### config.mk
export PLATFORM = sky130hd
export DESIGN_NAME = pipeline_hazard_ctrl_flat
export DESIGN_NICKNAME = d
export VERILOG_FILES = /design/src/rtl/pipeline_hazard_ctrl_pkg.sv /design/src/rtl/pipeline_hazard_ctrl_if.sv /design/src/rtl/pipeline_hazard_ctrl_forward_unit.sv /design/src/rtl/pipeline_hazard_ctrl.sv /design/src/flat_wrapper.sv
export SDC_FILE = /design/constraint.sdc
export NUM_CORES = 1
export LEC_CHECK = 0
export BUFFER_PORTS_ARGS = -buffer_cell sky130_fd_sc_hd__buf_2
export CAP_MARGIN = 20
export CORE_MARGIN = 3
export CORE_UTILIZATION = 37
export CTS_CLUSTER_DIAMETER = 40
export DETAILED_ROUTE_END_ITERATION = 6
export MAX_ROUTING_LAYER = met4
export PLACE_DENSITY = 0.8
export SETUP_SLACK_MARGIN = 0.5
export SLEW_MARGIN = 10
export SYNTH_ARGS = -nofsm -noshare
export SYNTH_HDL_FRONTEND = slang
export SYNTH_SLANG_ARGS = --single-unit
### constraint.sdc
create_clock -name clk -period 1 [get_ports clk]
set_input_delay 0 -clock clk [delete_from_list [all_inputs] [get_ports clk]]
set_output_delay 0 -clock clk [all_outputs]
set_load 0.1 [all_outputs]
### src/rtl/pipeline_hazard_ctrl_pkg.sv
// rtl/pipeline_hazard_ctrl_pkg.sv - shared widths, forward selects and FSM encoding for the hazard controller
package mips_pipe_pkg;

  localparam int REG_ADDR_W = 5;

  localparam logic [1:0] FWD_RF  = 2'b00;
  localparam logic [1:0] FWD_WB  = 2'b01;
  localparam logic [1:0] FWD_MEM = 2'b10;

  typedef enum logic {
    ST_RUN      = 1'b0,
    ST_MEM_WAIT = 1'b1
  } state_e;

  // $zero is hard-wired, so a write to it never produces a forwardable value.
  function automatic logic [1:0] fwd_sel(
    input logic [REG_ADDR_W-1:0] src,
    input logic                  wr_mem,
    input logic [REG_ADDR_W-1:0] dst_mem,
    input logic                  wr_wb,
    input logic [REG_ADDR_W-1:0] dst_wb
  );
    if (wr_mem && (dst_mem != '0) && (dst_mem == src)) begin
      return FWD_MEM;
    end else if (wr_wb && (dst_wb != '0) && (dst_wb == src)) begin
      return FWD_WB;
    end else begin
      return FWD_RF;
    end
  endfunction

endpackage

### src/rtl/pipeline_hazard_ctrl_if.sv
// rtl/pipeline_hazard_ctrl_if.sv - pipeline-to-hazard-controller signal bundle; HAZARD_PERF_CNT_EN adds counter outputs
interface pipeline_hazard_ctrl_if;
  import mips_pipe_pkg::*;

  logic [REG_ADDR_W-1:0] rs_ID;
  logic [REG_ADDR_W-1:0] rt_ID;
  logic [REG_ADDR_W-1:0] rs_EX;
  logic [REG_ADDR_W-1:0] rt_EX;
  logic                  memRead_EX;
  logic                  pc_src_EX;
  logic                  Reg_Write_MEM;
  logic                  Reg_Write_WB;
  logic [REG_ADDR_W-1:0] Write_Reg_MEM;
  logic [REG_ADDR_W-1:0] Write_Reg_WB;
  logic                  memAccess_MEM;
  logic                  dmem_ready;

  logic                  pc_write;
  logic                  ifid_write;
  logic                  ifid_flush;
  logic                  idex_write;
  logic                  idex_flush;
  logic                  exmem_write;
  logic                  memwb_bubble;
  logic [1:0]            fwd_a;
  logic [1:0]            fwd_b;
  logic                  mem_err;
`ifdef HAZARD_PERF_CNT_EN
  logic [15:0]           lu_stall_cnt;
  logic [15:0]           flush_cnt;
  logic [15:0]           mem_wait_cnt;
`endif

  modport master (
    output rs_ID, rt_ID, rs_EX, rt_EX, memRead_EX, pc_src_EX,
           Reg_Write_MEM, Reg_Write_WB, Write_Reg_MEM, Write_Reg_WB,
           memAccess_MEM, dmem_ready,
    input  pc_write, ifid_write, ifid_flush, idex_write, idex_flush,
           exmem_write, memwb_bubble, fwd_a, fwd_b, mem_err
`ifdef HAZARD_PERF_CNT_EN
          ,lu_stall_cnt, flush_cnt, mem_wait_cnt
`endif
  );

  modport slave (
    input  rs_ID, rt_ID, rs_EX, rt_EX, memRead_EX, pc_src_EX,
           Reg_Write_MEM, Reg_Write_WB, Write_Reg_MEM, Write_Reg_WB,
           memAccess_MEM, dmem_ready,
    output pc_write, ifid_write, ifid_flush, idex_write, idex_flush,
           exmem_write, memwb_bubble, fwd_a, fwd_b, mem_err
`ifdef HAZARD_PERF_CNT_EN
          ,lu_stall_cnt, flush_cnt, mem_wait_cnt
`endif
  );

endinterface

### src/rtl/pipeline_hazard_ctrl_forward_unit.sv
// rtl/pipeline_hazard_ctrl_forward_unit.sv - combinational EX operand forward select, MEM over WB
module forward_unit
  import mips_pipe_pkg::*;
(
  input  logic [REG_ADDR_W-1:0] rs_ex_i,
  input  logic [REG_ADDR_W-1:0] rt_ex_i,
  input  logic                  reg_write_mem_i,
  input  logic [REG_ADDR_W-1:0] write_reg_mem_i,
  input  logic                  reg_write_wb_i,
  input  logic [REG_ADDR_W-1:0] write_reg_wb_i,
  output logic [1:0]            fwd_a_o,
  output logic [1:0]            fwd_b_o
);

  assign fwd_a_o = fwd_sel(rs_ex_i, reg_write_mem_i, write_reg_mem_i,
                           reg_write_wb_i, write_reg_wb_i);
  assign fwd_b_o = fwd_sel(rt_ex_i, reg_write_mem_i, write_reg_mem_i,
                           reg_write_wb_i, write_reg_wb_i);

endmodule

### src/rtl/pipeline_hazard_ctrl.sv
// rtl/pipeline_hazard_ctrl.sv - MIPS stall/flush/forward controller with bounded dmem wait; HAZARD_PERF_CNT_EN adds perf counters
module pipeline_hazard_ctrl
  import mips_pipe_pkg::*;
#(
  parameter int MAX_WAIT   = 15,
  parameter int WAIT_CNT_W = 4
) (
  input  logic                    clk,
  input  logic                    rst,
  pipeline_hazard_ctrl_if.slave   hz
);

  state_e                state_q, state_d;
  logic [WAIT_CNT_W-1:0] cnt_q, cnt_d;
  logic                  mem_err_q, mem_err_d;

  logic mem_stall, timeout, freeze, branch_flush, lu_hit, load_use;
  logic pc_write, ifid_write, ifid_flush, idex_write, idex_flush;
  logic exmem_write, memwb_bubble;

  assign mem_stall    = hz.memAccess_MEM & ~hz.dmem_ready;
  // On the last permitted wait cycle the access is treated as complete.
  assign timeout      = (state_q == ST_MEM_WAIT) && (cnt_q == WAIT_CNT_W'(MAX_WAIT));
  assign freeze       = mem_stall & ~timeout;
  assign branch_flush = hz.pc_src_EX & ~freeze;
  assign lu_hit       = hz.memRead_EX && (hz.rt_EX != '0) &&
                        ((hz.rt_EX == hz.rs_ID) || (hz.rt_EX == hz.rt_ID));
  assign load_use     = lu_hit & ~freeze & ~hz.pc_src_EX;

  always_ff @(posedge clk or negedge rst) begin
    if (!rst) begin
      state_q   <= ST_RUN;
      cnt_q     <= '0;
      mem_err_q <= 1'b0;
    end else begin
      state_q   <= state_d;
      cnt_q     <= cnt_d;
      mem_err_q <= mem_err_d;
    end
  end

  always_comb begin
    state_d      = state_q;
    cnt_d        = cnt_q;
    mem_err_d    = mem_err_q;
    pc_write     = ~freeze & ~load_use;
    ifid_write   = ~freeze & ~load_use;
    ifid_flush   = branch_flush;
    idex_write   = ~freeze;
    idex_flush   = branch_flush | load_use;
    exmem_write  = ~freeze;
    memwb_bubble = freeze;

    case (state_q)
      ST_RUN: begin
        if (freeze) begin
          state_d = ST_MEM_WAIT;
          cnt_d   = WAIT_CNT_W'(1);
        end
      end
      ST_MEM_WAIT: begin
        if (!mem_stall) begin
          state_d = ST_RUN;
          cnt_d   = '0;
        end else if (timeout) begin
          state_d   = ST_RUN;
          cnt_d     = '0;
          mem_err_d = 1'b1;
        end else begin
          cnt_d = cnt_q + WAIT_CNT_W'(1);
        end
      end
      default: begin
        state_d = ST_RUN;
        cnt_d   = '0;
      end
    endcase
  end

  assign hz.pc_write     = pc_write;
  assign hz.ifid_write   = ifid_write;
  assign hz.ifid_flush   = ifid_flush;
  assign hz.idex_write   = idex_write;
  assign hz.idex_flush   = idex_flush;
  assign hz.exmem_write  = exmem_write;
  assign hz.memwb_bubble = memwb_bubble;
  assign hz.mem_err      = mem_err_q;

  forward_unit u_forward_unit (
    .rs_ex_i         (hz.rs_EX),
    .rt_ex_i         (hz.rt_EX),
    .reg_write_mem_i (hz.Reg_Write_MEM),
    .write_reg_mem_i (hz.Write_Reg_MEM),
    .reg_write_wb_i  (hz.Reg_Write_WB),
    .write_reg_wb_i  (hz.Write_Reg_WB),
    .fwd_a_o         (hz.fwd_a),
    .fwd_b_o         (hz.fwd_b)
  );

`ifdef HAZARD_PERF_CNT_EN
  logic [15:0] lu_cnt_q, flush_cnt_q, wait_cnt_q;

  always_ff @(posedge clk or negedge rst) begin
    if (!rst) begin
      lu_cnt_q    <= '0;
      flush_cnt_q <= '0;
      wait_cnt_q  <= '0;
    end else begin
      if (load_use && (lu_cnt_q != 16'hFFFF))        lu_cnt_q    <= lu_cnt_q + 16'd1;
      if (branch_flush && (flush_cnt_q != 16'hFFFF)) flush_cnt_q <= flush_cnt_q + 16'd1;
      if (freeze && (wait_cnt_q != 16'hFFFF))        wait_cnt_q  <= wait_cnt_q + 16'd1;
    end
  end

  assign hz.lu_stall_cnt = lu_cnt_q;
  assign hz.flush_cnt    = flush_cnt_q;
  assign hz.mem_wait_cnt = wait_cnt_q;
`endif

endmodule
### src/flat_wrapper.sv
// flat-port wrapper written by rule: the top's interface ports become plain ports
module pipeline_hazard_ctrl_flat import mips_pipe_pkg::*;
#(
  parameter int MAX_WAIT   = 15,
  parameter int WAIT_CNT_W = 4
)
  (clk, rst, hz_rs_ID, hz_rt_ID, hz_rs_EX, hz_rt_EX, hz_memRead_EX, hz_pc_src_EX, hz_Reg_Write_MEM, hz_Reg_Write_WB, hz_Write_Reg_MEM, hz_Write_Reg_WB, hz_memAccess_MEM, hz_dmem_ready, hz_pc_write, hz_ifid_write, hz_ifid_flush, hz_idex_write, hz_idex_flush, hz_exmem_write, hz_memwb_bubble, hz_fwd_a, hz_fwd_b, hz_mem_err);
  pipeline_hazard_ctrl_if hz_i ();
  input  logic clk;
  input  logic rst;
  input wire logic [$bits(hz_i.rs_ID)-1:0] hz_rs_ID;
  input wire logic [$bits(hz_i.rt_ID)-1:0] hz_rt_ID;
  input wire logic [$bits(hz_i.rs_EX)-1:0] hz_rs_EX;
  input wire logic [$bits(hz_i.rt_EX)-1:0] hz_rt_EX;
  input wire logic [$bits(hz_i.memRead_EX)-1:0] hz_memRead_EX;
  input wire logic [$bits(hz_i.pc_src_EX)-1:0] hz_pc_src_EX;
  input wire logic [$bits(hz_i.Reg_Write_MEM)-1:0] hz_Reg_Write_MEM;
  input wire logic [$bits(hz_i.Reg_Write_WB)-1:0] hz_Reg_Write_WB;
  input wire logic [$bits(hz_i.Write_Reg_MEM)-1:0] hz_Write_Reg_MEM;
  input wire logic [$bits(hz_i.Write_Reg_WB)-1:0] hz_Write_Reg_WB;
  input wire logic [$bits(hz_i.memAccess_MEM)-1:0] hz_memAccess_MEM;
  input wire logic [$bits(hz_i.dmem_ready)-1:0] hz_dmem_ready;
  output wire logic [$bits(hz_i.pc_write)-1:0] hz_pc_write;
  output wire logic [$bits(hz_i.ifid_write)-1:0] hz_ifid_write;
  output wire logic [$bits(hz_i.ifid_flush)-1:0] hz_ifid_flush;
  output wire logic [$bits(hz_i.idex_write)-1:0] hz_idex_write;
  output wire logic [$bits(hz_i.idex_flush)-1:0] hz_idex_flush;
  output wire logic [$bits(hz_i.exmem_write)-1:0] hz_exmem_write;
  output wire logic [$bits(hz_i.memwb_bubble)-1:0] hz_memwb_bubble;
  output wire logic [$bits(hz_i.fwd_a)-1:0] hz_fwd_a;
  output wire logic [$bits(hz_i.fwd_b)-1:0] hz_fwd_b;
  output wire logic [$bits(hz_i.mem_err)-1:0] hz_mem_err;
  assign hz_i.rs_ID = hz_rs_ID;
  assign hz_i.rt_ID = hz_rt_ID;
  assign hz_i.rs_EX = hz_rs_EX;
  assign hz_i.rt_EX = hz_rt_EX;
  assign hz_i.memRead_EX = hz_memRead_EX;
  assign hz_i.pc_src_EX = hz_pc_src_EX;
  assign hz_i.Reg_Write_MEM = hz_Reg_Write_MEM;
  assign hz_i.Reg_Write_WB = hz_Reg_Write_WB;
  assign hz_i.Write_Reg_MEM = hz_Write_Reg_MEM;
  assign hz_i.Write_Reg_WB = hz_Write_Reg_WB;
  assign hz_i.memAccess_MEM = hz_memAccess_MEM;
  assign hz_i.dmem_ready = hz_dmem_ready;
  assign hz_pc_write = hz_i.pc_write;
  assign hz_ifid_write = hz_i.ifid_write;
  assign hz_ifid_flush = hz_i.ifid_flush;
  assign hz_idex_write = hz_i.idex_write;
  assign hz_idex_flush = hz_i.idex_flush;
  assign hz_exmem_write = hz_i.exmem_write;
  assign hz_memwb_bubble = hz_i.memwb_bubble;
  assign hz_fwd_a = hz_i.fwd_a;
  assign hz_fwd_b = hz_i.fwd_b;
  assign hz_mem_err = hz_i.mem_err;
  pipeline_hazard_ctrl #(.MAX_WAIT(MAX_WAIT), .WAIT_CNT_W(WAIT_CNT_W)) u_core (.clk(clk), .rst(rst), .hz(hz_i));
endmodule
==> results.py, run 1 <==
metrics = {
    "outcome": {
        "status": "did not finish",
        "haltStage": "4_1_cts",
        "error": "[ERROR DPL-0033] detailed placement checks failed during check placement.",
    },
    "logic_synthesis": {
        "synth_cell_types": 25,
        "synthAdderAreaFrac_pct": 1.69,
        "synthSimpleGateAreaFrac_pct": 23.4,
        "ys_warn_count": 0,
        "synth_compound_area_share_pct": 9.66,
        "muxShareOfSynthArea_pct": 1.36,
        "synthXorXnorAreaFrac_pct": 38.0,
        "synth_area_um2": 738,
        "syn_inst": 87,
        "synthesis.nets": 126,
        "synth_top_family_by_area": "XOR/XNOR gates",
        "syn_avg_cell_area_um2": 8.49,
        "synth_seq_area_share_pct": 20.3,
        "ys_ff_latch": 6,
    },
    "floorplan": {
        "start_util_pct": 41.0,
        "rows": 15,
        "pin_count": 50,
        "dieWidth_um": 50.7,
        "dieHeight_um": 50.7,
    },
    "cts": {
        "clockRootBuffer": "clkbuf_4",
        "cts_buffers": 3,
        "post_cts_resized": 31,
        "cts_hold_buf": 1,
        "cts.sinks": 6,
        "htree_levels": 1,
        "cts_buffer_depth": 2,
        "postCtsSetupRepairBufs": 9,
    },
    "placed_design": {
        "place_congestion": 0.838,
        "hpwlAfterDp_um": 2730,
        "io_buffers": 49,
    },
}
[stage by stage]
stage	hold slack [ns]	cell area, um^2	instances	setup WS [ns]
after floorplan	-0.296	931	87	-1.57
after global placement	-0.173	1530	182	-0.446
after detailed placement	-0.168	1530	182	-0.529
[cells by family after synthesis]
logic type,after synthesis
buffers and inverters,9
flip-flops,6
AND/OR/NAND/NOR,27
AO/OA/AOI/OAI,11
multiplexers,1
XOR/XNOR,32
adder cells (fa/ha/maj),1
[cell usage after synthesis, drive strengths merged]
library cell | number | share of area, %
nor2 | 2 | 1.0
clkbuf | 5 | 2.5
inv | 2 | 1.0
ha | 1 | 1.7
mux2i | 1 | 1.4
nand2b | 1 | 0.85
xor2 | 25 | 30
o21bai | 1 | 1.0
nor3 | 2 | 1.4
o21ai | 6 | 4.6
buf | 2 | 2.0
or4 | 5 | 5.1
nand2 | 5 | 2.5
nor2b | 1 | 0.85
nand3 | 6 | 4.1
o31ai | 1 | 1.0
o31a | 1 | 1.2
dfrtp | 6 | 20
a22oi | 1 | 1.0
nand4 | 1 | 0.85
nor4 | 4 | 6.8
xnor2 | 7 | 8.3
a31oi | 1 | 0.85
==> run 2, diff against run 1 <==
CORE_AREA = 3 3 64 66   (was unset)
CORE_MARGIN = unset   (was 3)
CORE_UTILIZATION = unset   (was 37)
CTS_CLUSTER_DIAMETER = unset   (was 40)
DIE_AREA = 0 0 67 69   (was unset)
MAX_ROUTING_LAYER = unset   (was met4)
PLACE_DENSITY = unset   (was 0.8)
PLACE_DENSITY_LB_ADDON = 0.15   (was unset)
SETUP_SLACK_MARGIN = unset   (was 0.5)
clock period = 1.3 ns   (was 1 ns; I/O delays follow)
==> results.py, run 2 <==
metrics = {
    "timing": {
        "fin_skew_ns": 0.00247,
        "tns_ns": -2.19,
        "slew_viol_final": 0,
        "slew_headroom_pct": 68.0,
        "worst_pin_slew_ns": 0.484,
        "timing.fmax_mhz": 609,
        "hold_ws_ns": 0.131,
        "fin_ws_ns": -0.343,
        "fin_crit_sh_pct": 126,
        "min_period_ns": 1.64,
        "setup_viol": 11,
        "rsz0062_at_grt": "yes",
        "hold_violations": 0,
    },
    "placed_design": {
        "hpwlAfterDp_um": 2240,
        "dpl_cell_area_um2": 1550,
        "place_congestion": 0.724,
        "io_buffers": 49,
        "place_ws_ns": -0.189,
        "placed_cells": 205,
    },
    "route": {
        "vias": 910,
        "drc": 0,
        "viasPerCell": 4.21,
        "first_iter_violations": 9,
        "wl_per_cell_um": 11.3,
        "postRouteAntennaNets": 0,
        "drt_wl_total_um": 2440,
        "first_pass_iters": 2,
    },
    "cts": {
        "htree_levels": 1,
        "clk_pin_slew_ns": 0.04,
        "cts_buffer_depth": 2,
        "cts.sinks": 6,
        "clockRootBuffer": "clkbuf_8",
        "cts_tree": "yes",
        "clkLatencyLatePin_ns": 0.23,
        "cts_buffers": 3,
    },
    "outcome": {
        "violations": "negative setup slack",
        "status": "complete, but fails checks",
    },
    "cells_and_area": {
        "area_delta_synth_final_pct": 131,
        "nNetsFinal": 209,
        "fillers": 385,
        "layout.cells.most_common": "buf_2",
        "top_register": "u_core.cnt_q",
        "antennaDiodeCount": 0,
        "largest_register_ffs": 4,
        "fin_util_pct": 47.0,
        "design_area_um2": 1710,
        "mostFrequentLayoutCells": "buf_2, buf_4, xor2_1, buf_12, buf_6",
        "fin_cells": 216,
        "drive_above_1_share_pct": 63.7,
    },
    "grt": {
        "grt_pass1_wl_um": 4200,
        "grtUsageTotal_pct": 12.0,
        "grt_start_max_net_pins": 8,
        "antenna_found_initial": 0,
        "overflow": 0,
        "grt_pass1_vias": 979,
    },
    "logic_synthesis": {
        "synth-async-reset-ratio_pct": 100,
        "syn_avg_cell_area_um2": 8.49,
        "ys_top_cells_by_area": "xor2_1, dfrtp_1, xnor2_1, nor4_2, or4_1",
        "ys_top_cells_by_count": "xor2_1, xnor2_1, dfrtp_1, nand3_1",
        "synth_area_um2": 738,
        "synth_top_flop_cell": "dfrtp_1",
        "synth_area_leader_cell": "xor2_1",
        "ys_ff_latch": 6,
        "syn_inst": 87,
        "synth_cell_types": 25,
        "synthesis.nets": 126,
        "ys_warn_count": 0,
        "synth_top_area_share_pct": 29.7,
        "synth_seq_area_share_pct": 20.3,
        "synth_edf_count": 0,
        "synth_most_common_cell": "xor2_1",
    },
    "hold_path": {
        "min_path_type": "primary input to async pin",
    },
    "floorplan": {
        "pin_count": 50,
        "rows": 22,
        "start_util_pct": 20.3,
        "die_area_um2": 4620,
        "coreArea_um2": 3630,
        "dieHeight_um": 69,
        "dieWidth_um": 67,
    },
    "power": {
        "p_leak_nw": 0.785,
        "ir_drop_mv": 0.302,
        "design_power_total_mw": 1.08,
        "powerDensity_nw_per_um2": 635,
    },
    "setup_path": {
        "crit_path_start_kind": "flop",
        "arrival_ns": 1.64,
        "cp_slowest_cell": "dfrtp_1",
        "endpoint_kind": "output pin",
        "cpPeakStageDelay_ns": 0.35,
        "worst-setup-path-type": "flop to output pin",
        "crit_fanout": 2,
        "worstPathCellList": "ha_2 -> nand4_1 -> nand2_8 -> clkinvlp_4 -> o31ai_4 -> buf_12",
        "required_ns": 1.30,
    },
    "flow_run": {
        "cap_violations": 0,
    },
}
## run 2: cell counts after synthesis
Identical to the previous run, type by type.
## run 2: layout make-up
class / instances / area (um^2) / area share [%]
Clock buffer: 3 / 41.3 / 2.42
Inverter: 2 / 15.0 / 0.880
Multi-Input combinational cell: 72 / 707 / 41.4
Sequential cell: 6 / 150 / 8.80
Tap cell: 48 / 60.1 / 3.52
Timing Repair Buffer: 85 / 733 / 43.0
## run 2: worst paths after layout
kind | startpoint | to | slack (ns) | depth (start not counted)
worst max register to register | u_core.cnt_q[0] | u_core.cnt_q[0] | -0.08 | 7
max in group asynchronous | rst | u_core.cnt_q[1] | 1.02 | 2
worst min-delay path | rst | u_core.cnt_q[3] | 0.13 | 2
worst max-delay path | u_core.cnt_q[0] | hz_idex_flush | -0.34 | 6
min in group clk | hz_memAccess_MEM | u_core.cnt_q[3] | 0.17 | 4
worst min register to register | u_core.hz.mem_err | u_core.hz.mem_err | 0.48 | 1
## run 2: timing repair
item / CTS / global route
hold endpoints to repair: 6 / 0
gates resized for setup: 7 / 4
pin swaps: 2 / 3
buffers inserted: 5 / 2
hold buffers: 1 / 0
endpoints found under the setup margin: 11 / 11
gates cloned: 0 / 0
## run 2: cell families (layout without fill, tap and decap cells)
| kind of cell | count (synthesis) | in the layout | synth area share, % |
|---|---|---|---|
| simple gates | 27 | 27 | 23.4 |
| buf+inv | 9 | 90 | 5.59 |
| flops | 6 | 6 | 20.3 |
| compound gates | 11 | 11 | 9.66 |
| fa+ha+maj | 1 | 1 | 1.69 |
| mux | 1 | 1 | 1.36 |
| xor+xnor | 32 | 32 | 38.0 |
## run 2: power by group
part	leakage (nW)	internal (mW)	switching [mW]
registers	0.0791	0.197	0.00550
clock network	0.0216	0.200	0.0876
logic	0.685	0.276	0.317
## run 2: layer usage
metal	vias to the layer above	GRT usage, %	routed length, um
met5	-	0	0
met4	0	6.76	62
met3	5	1.47	108
met2	28	20.1	1320
met1	414	14.2	952
li1	463	-	-
## run 2: critical path, delay by kind of cell (launching register included)
family	cells	cell delay (ns)
fa+ha+maj	1	0.19
compound gates	1	0.21
simple gates	2	0.36
flops	1	0.35
buf+inv	2	0.32
No activity file was read; power rests on OpenSTA's default activity.
